<file path="src/rtl/fifo_router_pkg.sv">
// Shared types and widths for the FIFO drain router.
package fifo_router_pkg;

    localparam int unsigned SRC_W  = 8;
    localparam int unsigned DST_W  = 8;
    localparam int unsigned DATA_W = 32;

    // Drain FSM: IDLE waits for data, WAIT absorbs the read latency, SEND holds the word.
    typedef enum logic [1:0] {
        IDLE = 2'd0,
        WAIT = 2'd1,
        SEND = 2'd2
    } state_e;

    // One word as presented by the upstream FIFO.
    typedef struct packed {
        logic [SRC_W-1:0]  src;
        logic [DST_W-1:0]  dst;
        logic [DATA_W-1:0] data;
    } word_t;

    // True when a destination tag addresses an existing output port.
    function automatic logic dst_in_range(input logic [DST_W-1:0] dst, input int unsigned num_ports);
        return (32'(dst) < num_ports);
    endfunction

endpackage

</file>
<file path="src/rtl/router_sat_cnt.sv">
// Saturating event counter: sticks at all-ones instead of wrapping.
module router_sat_cnt #(
    parameter int unsigned CNT_W = 16
) (
    input  logic             clk,
    input  logic             rstp,
    input  logic             inc,
    output logic [CNT_W-1:0] count
);

    logic [CNT_W-1:0] r_cnt;

    // Count one event per cycle until every bit is set.
    always_ff @(posedge clk or posedge rstp) begin
        if (rstp) begin
            r_cnt <= '0;
        end else if (inc && (r_cnt != {CNT_W{1'b1}})) begin
            r_cnt <= r_cnt + CNT_W'(1);
        end
    end

    assign count = r_cnt;

endmodule

</file>
<file path="src/rtl/fifo_drain_router.sv">
// Drains an upstream FIFO (one-cycle read latency) and routes each word to the
// output port named by its destination tag; out-of-range tags are dropped.
// Optional statistics counters are built only with FIFO_ROUTER_STATS_EN defined.
module fifo_drain_router
    import fifo_router_pkg::*;
#(
    parameter int unsigned NUM_PORTS = 4,
    parameter int unsigned CNT_W     = 16
) (
    input  logic                   clk,
    input  logic                   rstp,
    input  logic [SRC_W-1:0]       src_out,
    input  logic [DST_W-1:0]       dst_out,
    input  logic [DATA_W-1:0]      data_out,
    input  logic                   emptyp,
    output logic                   readp,
    output logic [NUM_PORTS-1:0]   rt_valid,
    input  logic [NUM_PORTS-1:0]   rt_ready,
    output logic [SRC_W-1:0]       rt_src,
    output logic [DST_W-1:0]       rt_dst,
    output logic [DATA_W-1:0]      rt_data,
    output logic                   drop_pulse
`ifdef FIFO_ROUTER_STATS_EN
    ,
    output logic [NUM_PORTS*CNT_W-1:0] stat_sent,
    output logic [CNT_W-1:0]           stat_drop
`endif
);

    localparam int unsigned SEL_W = (NUM_PORTS > 1) ? $clog2(NUM_PORTS) : 1;

    state_e                 r_state;
    state_e                 w_state_nxt;
    word_t                  r_hold;
    logic [SEL_W-1:0]       w_sel;
    logic                   w_in_range;
    logic                   w_handshake;

    assign w_sel       = r_hold.dst[SEL_W-1:0];
    assign w_in_range  = dst_in_range(dst_out, NUM_PORTS);
    assign w_handshake = (r_state == SEND) && rt_ready[w_sel];

    // State register.
    always_ff @(posedge clk or posedge rstp) begin
        if (rstp) begin
            r_state <= IDLE;
        end else begin
            r_state <= w_state_nxt;
        end
    end

    // Capture the word arriving one cycle after the read strobe.
    always_ff @(posedge clk or posedge rstp) begin
        if (rstp) begin
            r_hold <= '0;
        end else if (r_state == WAIT) begin
            r_hold <= '{src: src_out, dst: dst_out, data: data_out};
        end
    end

    // Next state, read strobe, port valid and drop pulse.
    always_comb begin
        w_state_nxt = r_state;
        readp       = 1'b0;
        rt_valid    = '0;
        drop_pulse  = 1'b0;

        case (r_state)
            IDLE: begin
                if (!emptyp) begin
                    readp       = 1'b1;
                    w_state_nxt = WAIT;
                end
            end
            WAIT: begin
                if (w_in_range) begin
                    w_state_nxt = SEND;
                end else begin
                    drop_pulse  = 1'b1;
                    w_state_nxt = IDLE;
                end
            end
            SEND: begin
                rt_valid = NUM_PORTS'(1) << w_sel;
                if (w_handshake) begin
                    // Chain straight into the next read to sustain one word per two cycles.
                    if (!emptyp) begin
                        readp       = 1'b1;
                        w_state_nxt = WAIT;
                    end else begin
                        w_state_nxt = IDLE;
                    end
                end
            end
            default: begin
                w_state_nxt = IDLE;
            end
        endcase

        // Reset silences every strobe immediately, including the combinational ones.
        if (rstp) begin
            readp      = 1'b0;
            rt_valid   = '0;
            drop_pulse = 1'b0;
        end
    end

    assign rt_src  = r_hold.src;
    assign rt_dst  = r_hold.dst;
    assign rt_data = r_hold.data;

`ifdef FIFO_ROUTER_STATS_EN
    // Per-port delivered-word counters.
    for (genvar p = 0; p < NUM_PORTS; p++) begin : g_sent
        logic w_inc;
        assign w_inc = w_handshake && (w_sel == SEL_W'(p));
        router_sat_cnt #(.CNT_W(CNT_W)) u_sent (
            .clk   (clk),
            .rstp  (rstp),
            .inc   (w_inc),
            .count (stat_sent[p*CNT_W +: CNT_W])
        );
    end

    // Dropped-word counter.
    router_sat_cnt #(.CNT_W(CNT_W)) u_drop (
        .clk   (clk),
        .rstp  (rstp),
        .inc   (drop_pulse),
        .count (stat_drop)
    );
`endif

endmodule

</file>
<file path="config.mk">
export PLATFORM = sky130hd
export DESIGN_NAME = fifo_drain_router
export DESIGN_NICKNAME = d
export VERILOG_FILES = /design/src/rtl/fifo_router_pkg.sv /design/src/rtl/router_sat_cnt.sv /design/src/rtl/fifo_drain_router.sv
export SDC_FILE = /design/constraint.sdc
export NUM_CORES = 1
export LEC_CHECK = 0
export BUFFER_PORTS_ARGS = -buffer_cell sky130_fd_sc_hd__buf_2
export CAP_MARGIN = 10
export CORE_UTILIZATION = 49
export CTS_CLUSTER_DIAMETER = 100
export CTS_CLUSTER_SIZE = 25
export DETAILED_ROUTE_END_ITERATION = 7
export PLACE_DENSITY = 0.84
export SYNTH_ARGS = -nofsm -noshare
export SYNTH_HDL_FRONTEND = slang
export SYNTH_SLANG_ARGS = --single-unit
</file>
<file path="constraint.sdc">
create_clock -name clk -period 4.56 [get_ports clk]
set_input_delay 1.14 -clock clk [delete_from_list [all_inputs] [get_ports clk]]
set_output_delay 1.14 -clock clk [all_outputs]
set_load 0.03 [all_outputs]
</file>
# [Word-level counts from Yosys, hierarchy flattened]
# Cells that the tools add are included.
[classes] addsub=0 mul=0 n_div=0 magnitude_cmp=2 eq_ne=4 shifts=1 mux=16 n_bitwise=0 reduce_logical=3
[op_table] cell="8-bit by 3-bit less-than comparator with 1-bit output, second input constant" count=1
[op_table] cell="1-bit two-way mux" count=8
[op_table] cell="4-bit two-way mux" count=2
[op_table] cell="2-bit two-way mux" count=3
[op_table] cell="2-bit one-hot mux with 3 select lines" count=1
[op_table] cell="2-bit != test, second input constant" count=2
[op_table] cell="1-bit by 2-bit left shift with 4-bit output, first input constant" count=1
[op_table] cell="2-bit by 3-bit less-than comparator with 1-bit output, second input constant" count=1
[op_table] cell="1-bit binary-select mux with 2-bit select" count=1
[op_table] cell="2-bit by 1-bit equality test with 1-bit output, second input constant" count=1
[op_table] cell="2-bit equality test, second input constant" count=1
[op_table] cell="2-bit logical NOT" count=1
[op_table] cell="1-bit one-hot mux with 2 select lines" count=1
[op_table] cell="2-bit AND reduction" count=1
[op_table] cell="1-bit logical AND" count=1
[word_totals] register_bits=50 latchBits=0 ramBits=0 mem_bits_ro=0 input_bits=55 out_inout_bits=54 memories=0

# [Longest topological paths before layout]
# Gate-level depths: netlist of run 1.
[depth] ltp_word=6 depth_mapped=5

# [Worst setup path after synthesis of run 1]
# OpenSTA, ideal clock, no wires.
[synth_timing] path_type="input to output" startpoint="input port rstp" endpoint="output port drop_pulse" arrival_time_ns=2.692 path_slack_ns=0.728 path_stages=2 path_buffers=0 path_cell_list="inv_1 > and3_1"
[synth_between] elab_chain_len=1
[synth_lines] item="from (decl)" line="fifo_drain_router.sv:11" rtl="input logic rstp,"
[synth_lines] item="1-bit two-way mux" line="fifo_drain_router.sv:101" rtl="if (rstp) begin"
[synth_lines] item="to (decl)" line="fifo_drain_router.sv:22" rtl="output logic drop_pulse"
# No other way between the ends.

# [Final worst setup path of run 1]
[layout_timing] startpoint="input port rt_ready[3]" endpoint="output port readp"
[layout_between] elab_chain_len=6
[layout_lines] item="from (decl)" line="fifo_drain_router.sv:18" rtl="input logic [NUM_PORTS-1:0] rt_ready,"
[layout_lines] item="1-bit binary-select mux with 2-bit select" line="fifo_drain_router.sv:41" rtl="assign w_handshake = (r_state == SEND) && rt_ready[w_sel];"
[layout_lines] item="1-bit two-way mux (implied by the code)" line="fifo_drain_router.sv:41"
[layout_lines] item="1-bit logical AND" line="fifo_drain_router.sv:41"
[layout_lines] item="1-bit two-way mux" line="fifo_drain_router.sv:85" rtl="if (w_handshake) begin"
[layout_lines] item="1-bit one-hot mux with 2 select lines" line="fifo_drain_router.sv:68" rtl="case (r_state)"
[layout_lines] item="1-bit two-way mux" line="fifo_drain_router.sv:101"
[layout_lines] item="to (decl)" line="fifo_drain_router.sv:16" rtl="output logic readp,"
# No other way between the ends. The select of a mux whose other input is x is not followed.

==> results of run 1 <==
## registers in the layout, indices dropped and copies added (netlist names)
register and count:
rt_src 8, r_state 2, rt_dst 8, rt_data 32
## cells in the final DEF, fill, tap and decap left out
cell type  count
nand4_1        1
buf_4          2
and3_2         1
nand2b_1       1
nor4_1         1
o21ai_1        1
nor2_2         1
nor3_1         1
buf_2        108
nor2_1         4
and3_1         1
inv_2          1
nor2b_4        1
dfrtp_1       50
inv_1          1
mux4_2         1
clkbuf_8       6
nor4_2         1
nand3_1        1
bufinv_16      1
mux2_4        48
nor4b_1        2
## kinds of logic after synthesis
family                 count (synthesis)
AOI/OAI and AO/OA                      1
DFF                                   50
and+or+nand+nor                       16
buffers and inverters                  8
muxes                                 49
## layer usage
metal / share of wire / GRT usage
met1: 0.45 / 0.248
met2: 0.46 / 0.264
met5: 0 / 0
met3: 0.072 / 0.0552
met4: 0.019 / 0.0612
## final timing paths
check / start / endpoint / slack (ns) / cells past startpoint
hold reg to reg: rt_dst[7]$_DFFE_PP0P_ / rt_dst[7]$_DFFE_PP0P_ / 0.51 / 1
max in group asynchronous: rstp / rt_src[4]$_DFFE_PP0P_ / 3.10 / 3
hold / removal: rt_dst[7]$_DFFE_PP0P_ / rt_dst[7]$_DFFE_PP0P_ / 0.51 / 1
min in group asynchronous: rstp / r_state[1]$_DFFE_PP0P_ / 1.05 / 3
setup / recovery: rt_ready[3] / readp / 1.34 / 5
setup reg to reg: r_state[0]$_DFFE_PP0P_ / rt_data[4]$_DFFE_PP0P_ / 2.82 / 3
## stage by stage
step | hold slack, ns | total power (W)
floorplan | 0.464 | 0.000859
global placement | 0.488 | 0.000956
detailed placement | 0.487 | 0.000965
CTS | 0.511 | 0.00128
global route | 0.524 | 0.00132
finish | 0.506 | 0.00126
## worst max-delay path, cell delays in order
cell and delay [ns]:
buf_2 0.10, mux4_2 0.48, nor2_2 0.14, nor4_2 0.05, buf_2 0.17
## cell type report
| type | count | share of cell area |
|---|---|---|
| timing repair buffer | 110 | 0.195 |
| multi-input combinational | 66 | 0.301 |
| clock buffer | 6 | 0.0290 |
| inverter | 2 | 0.00264 |
| clock inverter | 1 | 0.0105 |
| sequential | 50 | 0.439 |
| tap | 52 | 0.0228 |
## where the power goes
part           internal [W]  leakage [nW]  switching [W]
Clock              0.000175        0.0573       0.000128
Combinational      0.000172         0.862       0.000227
Sequential         0.000513         0.589      0.0000428
Total              0.000861          1.51       0.000398
==> impl_summary.md, run 1 <==
Global route
The largest net degree at the start of global routing is 51. The via count of the first global-routing pass is 1411. In the global route stage, overall resource usage came out at 0.178. The total congestion overflow after global routing is 0. The wire length of the first global-routing pass is 6.63 mm. The initial antenna violation count is 0.

Synth
Counting flops with an async set or reset pin after synthesis yields a share of 1.00. Of the synthesized area, sequential elements account for 0.562. By area the synthesized netlist is led by dfrtp_1 (56%), mux2_4 (32%), buf_12 (4.5%).

Counting flops and latches in the post-synthesis netlist gives 50. The compound-cell area share of the yosys netlist came to 0.00225. The area share of the largest cell type after synthesis is 0.562. The xor and xnor area share after synthesis is 0. The fraction of the mapped netlist area in simple logic gates is 0.0483. Of the total synthesized cell area, the portion taken by full adders, half adders and majority gates is 0. In this run, synthesis inferred 0 flip-flops with an integrated enable. By count the netlist is led by dfrtp_1 (50), mux2_4 (48), buf_12 (5), nor2_1 (4). Summing every instance area after synthesis gives 2230 um^2. The main combinational cell family by area after synthesis is multiplexers. The Yosys step of the flow raised 0 warnings.

Synthesis produced a netlist whose cell count is 124. The count of distinct cell types in the synthesized netlist is 19. The net count after synthesis is 179. The portion of netlist area occupied by mux cells is 0.334. A synthesized cell averages 18.0 um^2. The library cell occupying the most area in the post-synthesis netlist is dfrtp_1.

The most common cell in the netlist is dfrtp_1. The most instantiated flip-flop cell in the synthesis netlist is dfrtp_1.

Timing
The slew at the pin closest to its max-slew limit is 0.841 ns. The worst-case headroom to the max-slew limit is 0.439. Subtracting the final worst setup slack from the clock period gives 3.22 ns. Once routing completed, OpenROAD measured the worst setup slack at 1.34 ns. The final number of hold-violating endpoints is 0. The highest clock frequency the design can meet is 0.311 GHz.

Setup total negative slack on the finished layout was measured at 0 ns. Of the available clock period, the critical path in the final layout requires 0.706. The final-report max-slew violation count is 0.

The number of setup violations in the final report is 0. Setup repair after global routing left no endpoint under its margin. The clock skew after layout is 0.00691 ns.

Final layout
The antenna diode count is 0. After routing the design area is 2850 um^2. Summing all multi-input logic gate instances after layout gives 856 um^2. The final design utilization is 0.654. The sequential cell area is 1250 um^2. The non-filler instance count after layout is 287.

The share of layout cells above drive strength 1 is 0.728. Compared with the post-synthesis result, the final layout area differs by 27.9%. The number of nets at the end of the flow is 290.

The number of filler cells placed in the layout is 315.

Setup path
The endpoint arrival time on the critical path is 2.08 ns. The worst setup path is launched from an input port. The required time of the critical path is 3.42 ns. STA classifies the critical path endpoint as an output port. The critical path is of the in -> out type.

The maximum fanout along the worst path is 2.

Clock tree
The H-tree was split into 2 levels. The number of buffers added to fix hold violations after cts is 0. The post-CTS setup repair buffer count is 0. At the later pin of the worst-skew pair, clock insertion delay measures 0.29 ns.

The number of clock sinks seen by CTS is 50. The buffer depth of the longest clock path is 2. After clock tree synthesis, the repair step resized 0 gates. The CTS buffer count is 5. TritonCTS built the clock tree. The CTS root buffer is clkbuf_8. Clock-pin slew was measured on the worst setup and hold paths at 0.08 ns.

Min path
The worst min-delay path category is reg -> reg.

Placement
The count of buffers added on input and output ports is 108. Summing all placed instances gives a cell area of 2740 um^2. At the placement stage, the worst setup path has a slack of 1.34 ns. The placer's final routability congestion estimate is 0.699.

After detailed placement, the design holds a cell count of 280.

Power and ir drop
Across the VDD grid, the largest voltage drop is 0.000226 V. For this design the static power due to leakage is 1.51 nW. The areal power density over the cells is 442 nW/um^2.

Status
The run finished with clean final reports.

Floorplan
The total I/O pin count is 109. The floorplan step defined a die boundary enclosing 4820 um^2. In this run the core area contains 24 standard-cell rows. The total area inside the core boundary comes to 4350 um^2.

The initial core utilization is 0.511. In this run the horizontal extent of the chip is 69.4 um. From bottom edge to top edge, the die measures 69.4 um.

Drt
Dividing the detail-routed wire length by the instance count gives 13.9 um. The DRC violations left is 0. The post-detailed-route via-to-cell ratio is 4.82. The number of DRC violations after detailed-routing iteration 0 is 53. The iteration count of the initial detailed-routing pass is 4.

The total number of vias is 1384. For this block, the routed nets add up to 3.99 mm of wire. The number of nets with antenna violations after routing is 0.

Job
The tool flagged a number of max-cap violations equal to 0.
Note: power is estimated with default switching activity, not from simulation.
==> inputs of run 2 (changes only) <==
ABC_AREA = 1   (was unset)
CORE_UTILIZATION = 44   (was 49)
PLACE_DENSITY = 0.79   (was 0.84)
clock period = 3.1 ns   (was 4.56 ns; I/O delays follow)
==> run 2 against run 1 <==
Effect of this change: hold slack lost 0.030 ns; die area shrank 0.40%; synthesized cell count grew 90%; sequential share of layout area grew 2.8 points; cell area shrank 5.9%; critical path type is now reg -> out; sequential cell count is the same; combinational power grew 16%; sequential power grew 42%.
==> impl_summary.md, run 2 <==
Final layout
The flip-flop count of the largest register after layout is 32 (unchanged). The layout overhead on the synthesized area is 34.6%. The share of layout cells above drive strength 1 is 0.350 (-0.378).

The area taken by multi-input logic gates is 644 um^2 (-25%). The final non-filler cell area was 2680 um^2 (-5.9%). The sequential cell area is 1250 um^2 (unchanged). Leaving out fill and tap cells, the most frequent cells in the layout are nand2_1 (147), buf_2 (108), dfrtp_1 (50). The antenna diode count is 0 (unchanged). The most frequent standard cell in the layout excluding fill and tap cells is nand2_1. The number of filler cells placed in the layout is 395 (+25%). The number of nets at the end of the flow was 400 (+38%).

Clock tree
The CTS buffer count is 5 (unchanged). The number of instances resized during post-cts repair is 0 (unchanged). The number of H-tree levels is 2 (unchanged). The CTS root buffer is clkbuf_8. The clock-pin slew on the worst setup and hold paths was 0.08 ns (about the same). The number of buffers added to fix hold violations after cts is 0 (unchanged). The post-CTS setup repair buffer count is 0 (unchanged). The TritonCTS clock tree is done. The buffer depth of the longest clock path came to 2 (unchanged). The insertion delay of the later-clocked pin in the worst-skew pair is 0.29 ns (about the same).

The number of clock sinks seen by CTS is 50 (unchanged).

Setup path
The startpoint type of the worst setup path is a flip-flop. The critical path's top delay family is flip-flops. The largest stage delay on the critical path came to 0.43 ns (-0.05 ns). In this run the critical register-to-register path is captured at r_state[1]$_DFFE_PP0P_. On the critical path, the stage with the largest delay is an instance of dfrtp_1. The setup slack of the worst register-to-register path was 1.85 ns (-0.97 ns). The buffering stage count on the worst path with inverters included is 3 (+1). The startpoint of the most critical register-to-register path is r_state[0]$_DFFE_PP0P_.

STA classifies the critical path endpoint as an output port. The cell type with the highest occurrence count on the critical path is nand2_1. The number of gates on the worst path with buffers counted is 8 (+3). The destination of the critical timing path is readp. The critical path in this run is classified as reg -> out. The required time of the critical path came to 2.32 ns (-1.10 ns). The launching instance or port of the critical path is rt_dst[0]$_DFFE_PP0P_. The length in cells of the worst reg-to-reg path came to 3 (unchanged). The endpoint arrival time on the critical path is 1.44 ns (-0.64 ns).

The maximum fanout along the worst path is 6 (+4). Traced cell by cell, the critical path runs through inv_1 -> nand2_1 -> nand2_1 -> nand2_1 -> nand3_1 -> nand2_1 -> inv_1 -> buf_2.

Power and ir drop
The clock network fraction of total power is 0.260 (+0.019). The sequential group share of total power is 0.467 (+0.025). The part of the total power dissipated in combinational logic is 0.273 (-0.044). The leakage dissipation is 1.63 nW (+7.8%).

The fraction of power spent switching nets was 0.339 (+0.0233). The switching power of the nets is 0.000574 W (+44%). The areal power density over the cells was 632 nW/um^2 (+43%). The internal power contribution is 0.00112 W (+30%). The worst-case vdd ir drop is 0.000309 V (+37%).

Timing
Timing would allow up to 0.451 GHz. The final number of hold-violating endpoints is 0 (unchanged). The worst-case headroom to the max-slew limit is 0.681 (+0.242).

The final-report max-slew violation count is 0 (unchanged). Setup repair after global routing left no endpoint under its margin. The smallest setup slack after layout is 0.884 ns (-0.458 ns).

Dividing the final minimum period by the clock period gives 0.715. The clock skew after layout is 0.00387 ns (-0.00304 ns). The slew at the pin closest to its max-slew limit is 0.479 ns (-0.363 ns). The number of setup violations in the final report is 0 (unchanged).

The setup TNS is 0 ns (unchanged). The shortest clock period the worst path allows after layout is 2.22 ns.

Synth
The count of distinct cell types in the synthesized netlist is 14 (-5). After synthesis, the cell types taking the most area are dfrtp_1 (63%), nand2_1 (28%), inv_1 (1.7%). The net count after synthesis was 291 (+63%).

The sequential fraction of the synthesis area is 0.629 (+0.0664). The gate count after technology mapping came to 236 (+90%). The number of enable-type register cells in the synthesized netlist came to 0 (unchanged).

The most instantiated flip-flop cell in the synthesis netlist is dfrtp_1. The area share of the largest cell type after synthesis was 0.629 (+0.0664). The post-synthesis cell area is 1990 um^2 (-11%). The number of warnings reported in the yosys synthesis log is 0 (unchanged). The mean post-synth cell area is 8.43 um^2 (-53%). nand2_1 is the most common cell in the netlist. The share of synthesized flip-flops with an asynchronous set or reset is 1.00 (unchanged). After synthesis, the most frequently instantiated cells are nand2_1 (147), dfrtp_1 (50), inv_1 (9), nor3_1 (5), o21ai_0 (5).

The synthesis-stage register bit count was 50 (unchanged). The library cell occupying the most area in the post-synthesis netlist is dfrtp_1.

Min path
The tightest min-delay check is of the reg -> reg type. The critical hold path startpoint is rt_src[5]$_DFFE_PP0P_.

Drt
The number of DRC violations after detailed-routing iteration 0 is 64 (+21%). The number of nets with antenna violations after routing was 0 (unchanged). The routed wire length is 4.23 mm (+6.0%). The iteration count of the initial detailed-routing pass is 4 (unchanged). The average wire per standard cell is 10.6 um (-24%). The total number of vias is 1797 (+30%).

The post-detailed-route via-to-cell ratio is 4.52 (-6.4%). The DRC violations left is 0 (unchanged).

Floorplan
The area of the die is 4800 um^2 (-0.40%). The number of rows in the core area was 24 (unchanged). The total core area is 4350 um^2 (unchanged).

The die outline height was 69.3 um (-0.20%). The total I/O pin count is 109 (unchanged). The initial core utilization came to 0.457 (-0.0540). The width of the chip is 69.3 um (-0.20%).

Job
The max-capacitance violation count was 0 (unchanged).

Global route
The via count of the first global-routing pass is 1678 (+19%). The total congestion overflow after global routing is 0 (unchanged). The initial antenna violation count was 0 (unchanged). The wire length of the first global-routing pass was 7.35 mm (+11%). The largest net degree at the start of global routing came to 50 (-2.0%). The total global routing track utilization is 0.191 (+0.0129).

Placement
The HPWL reported at the end of detailed placement is 2.95 mm. The placed instance area was 2570 um^2 (-5.9%). The placer's final routability congestion estimate is 0.743 (+6.3%). The number of port buffers is 108 (unchanged).

The worst setup slack after placement is 0.889 ns (-0.454 ns).

Status
The flow ran to the end, and the final reports show no timing, DRC or antenna violations.
## run 2: changes by cell type in the layout (fill, tap and decap cells not counted), moves of 4 or more
cell,delta
nor3_1,+4
nand2_1,+147
mux2_4,-48
inv_1,+7
o21ai_0,+5
## run 2: area by class of cell
cell class / instances / area share
inverter: 10 / 0.0154
tap: 52 / 0.0243
clock inverter: 1 / 0.0112
multi-input combinational: 166 / 0.241
clock buffer: 7 / 0.0285
sequential: 50 / 0.467
timing repair buffer: 112 / 0.213
## run 2: per-stage QoR
stage                     total power, W  hold WS, ns  utilization  instances
final                            0.00169        0.476        0.615        398
after global placement           0.00126        0.458        0.591        390
after CTS                        0.00171        0.482        0.615        398
after detailed placement         0.00127        0.460        0.591        390
after floorplan                  0.00111        0.534            -        236
after global routing             0.00178        0.501        0.615        398
## run 2: routing by layer
metal,vias up,wire (um),GRT usage
met1,784,2000,0.247
met2,79,1910,0.314
met5,-,0,0
met4,0,30,0.0612
met3,5,288,0.0494
li1,929,-,-
## run 2: kinds of logic (layout without fill, tap and decap cells)
family                 count (synthesis)  in the layout  synth area share
buffers and inverters                 20            130            0.0478
DFF                                   50             50             0.629
AOI/OAI and AO/OA                      5              5            0.0126
and+or+nand+nor                      161            161             0.311
## run 2: worst min-delay path by stage
stage                                   end  slack, ns  cells after the start
finish                rt_src[5]$_DFFE_PP0P_       0.48                      2
global route         rt_data[1]$_DFFE_PP0P_       0.50                      2
CTS                 rt_data[18]$_DFFE_PP0P_       0.48                      2
detailed placement  rt_data[18]$_DFFE_PP0P_       0.46                      2
global placement     rt_data[4]$_DFFE_PP0P_       0.46                      2
floorplan            r_state[0]$_DFFE_PP0P_       0.53                      3
## run 2: power by group through the flow
| stage | logic, W | registers, W | clock network [W] |
|---|---|---|---|
| 2_1_floorplan | 0.000128 | 0.000984 | 0 |
| 3_3_place_gp | 0.000459 | 0.000800 | 0 |
| 3_5_place_dp | 0.000468 | 0.000800 | 0 |
| 4_1_cts | 0.000467 | 0.000790 | 0.000455 |
| 5_1_grt | 0.000505 | 0.000801 | 0.000477 |
| 6_report | 0.000462 | 0.000790 | 0.000440 |
## run 2: worst min-delay path: cells and delay by family, from the launching register on
kind / cells / cell delay [ns]
flops: 1 / 0.34
simple gates: 2 / 0.10
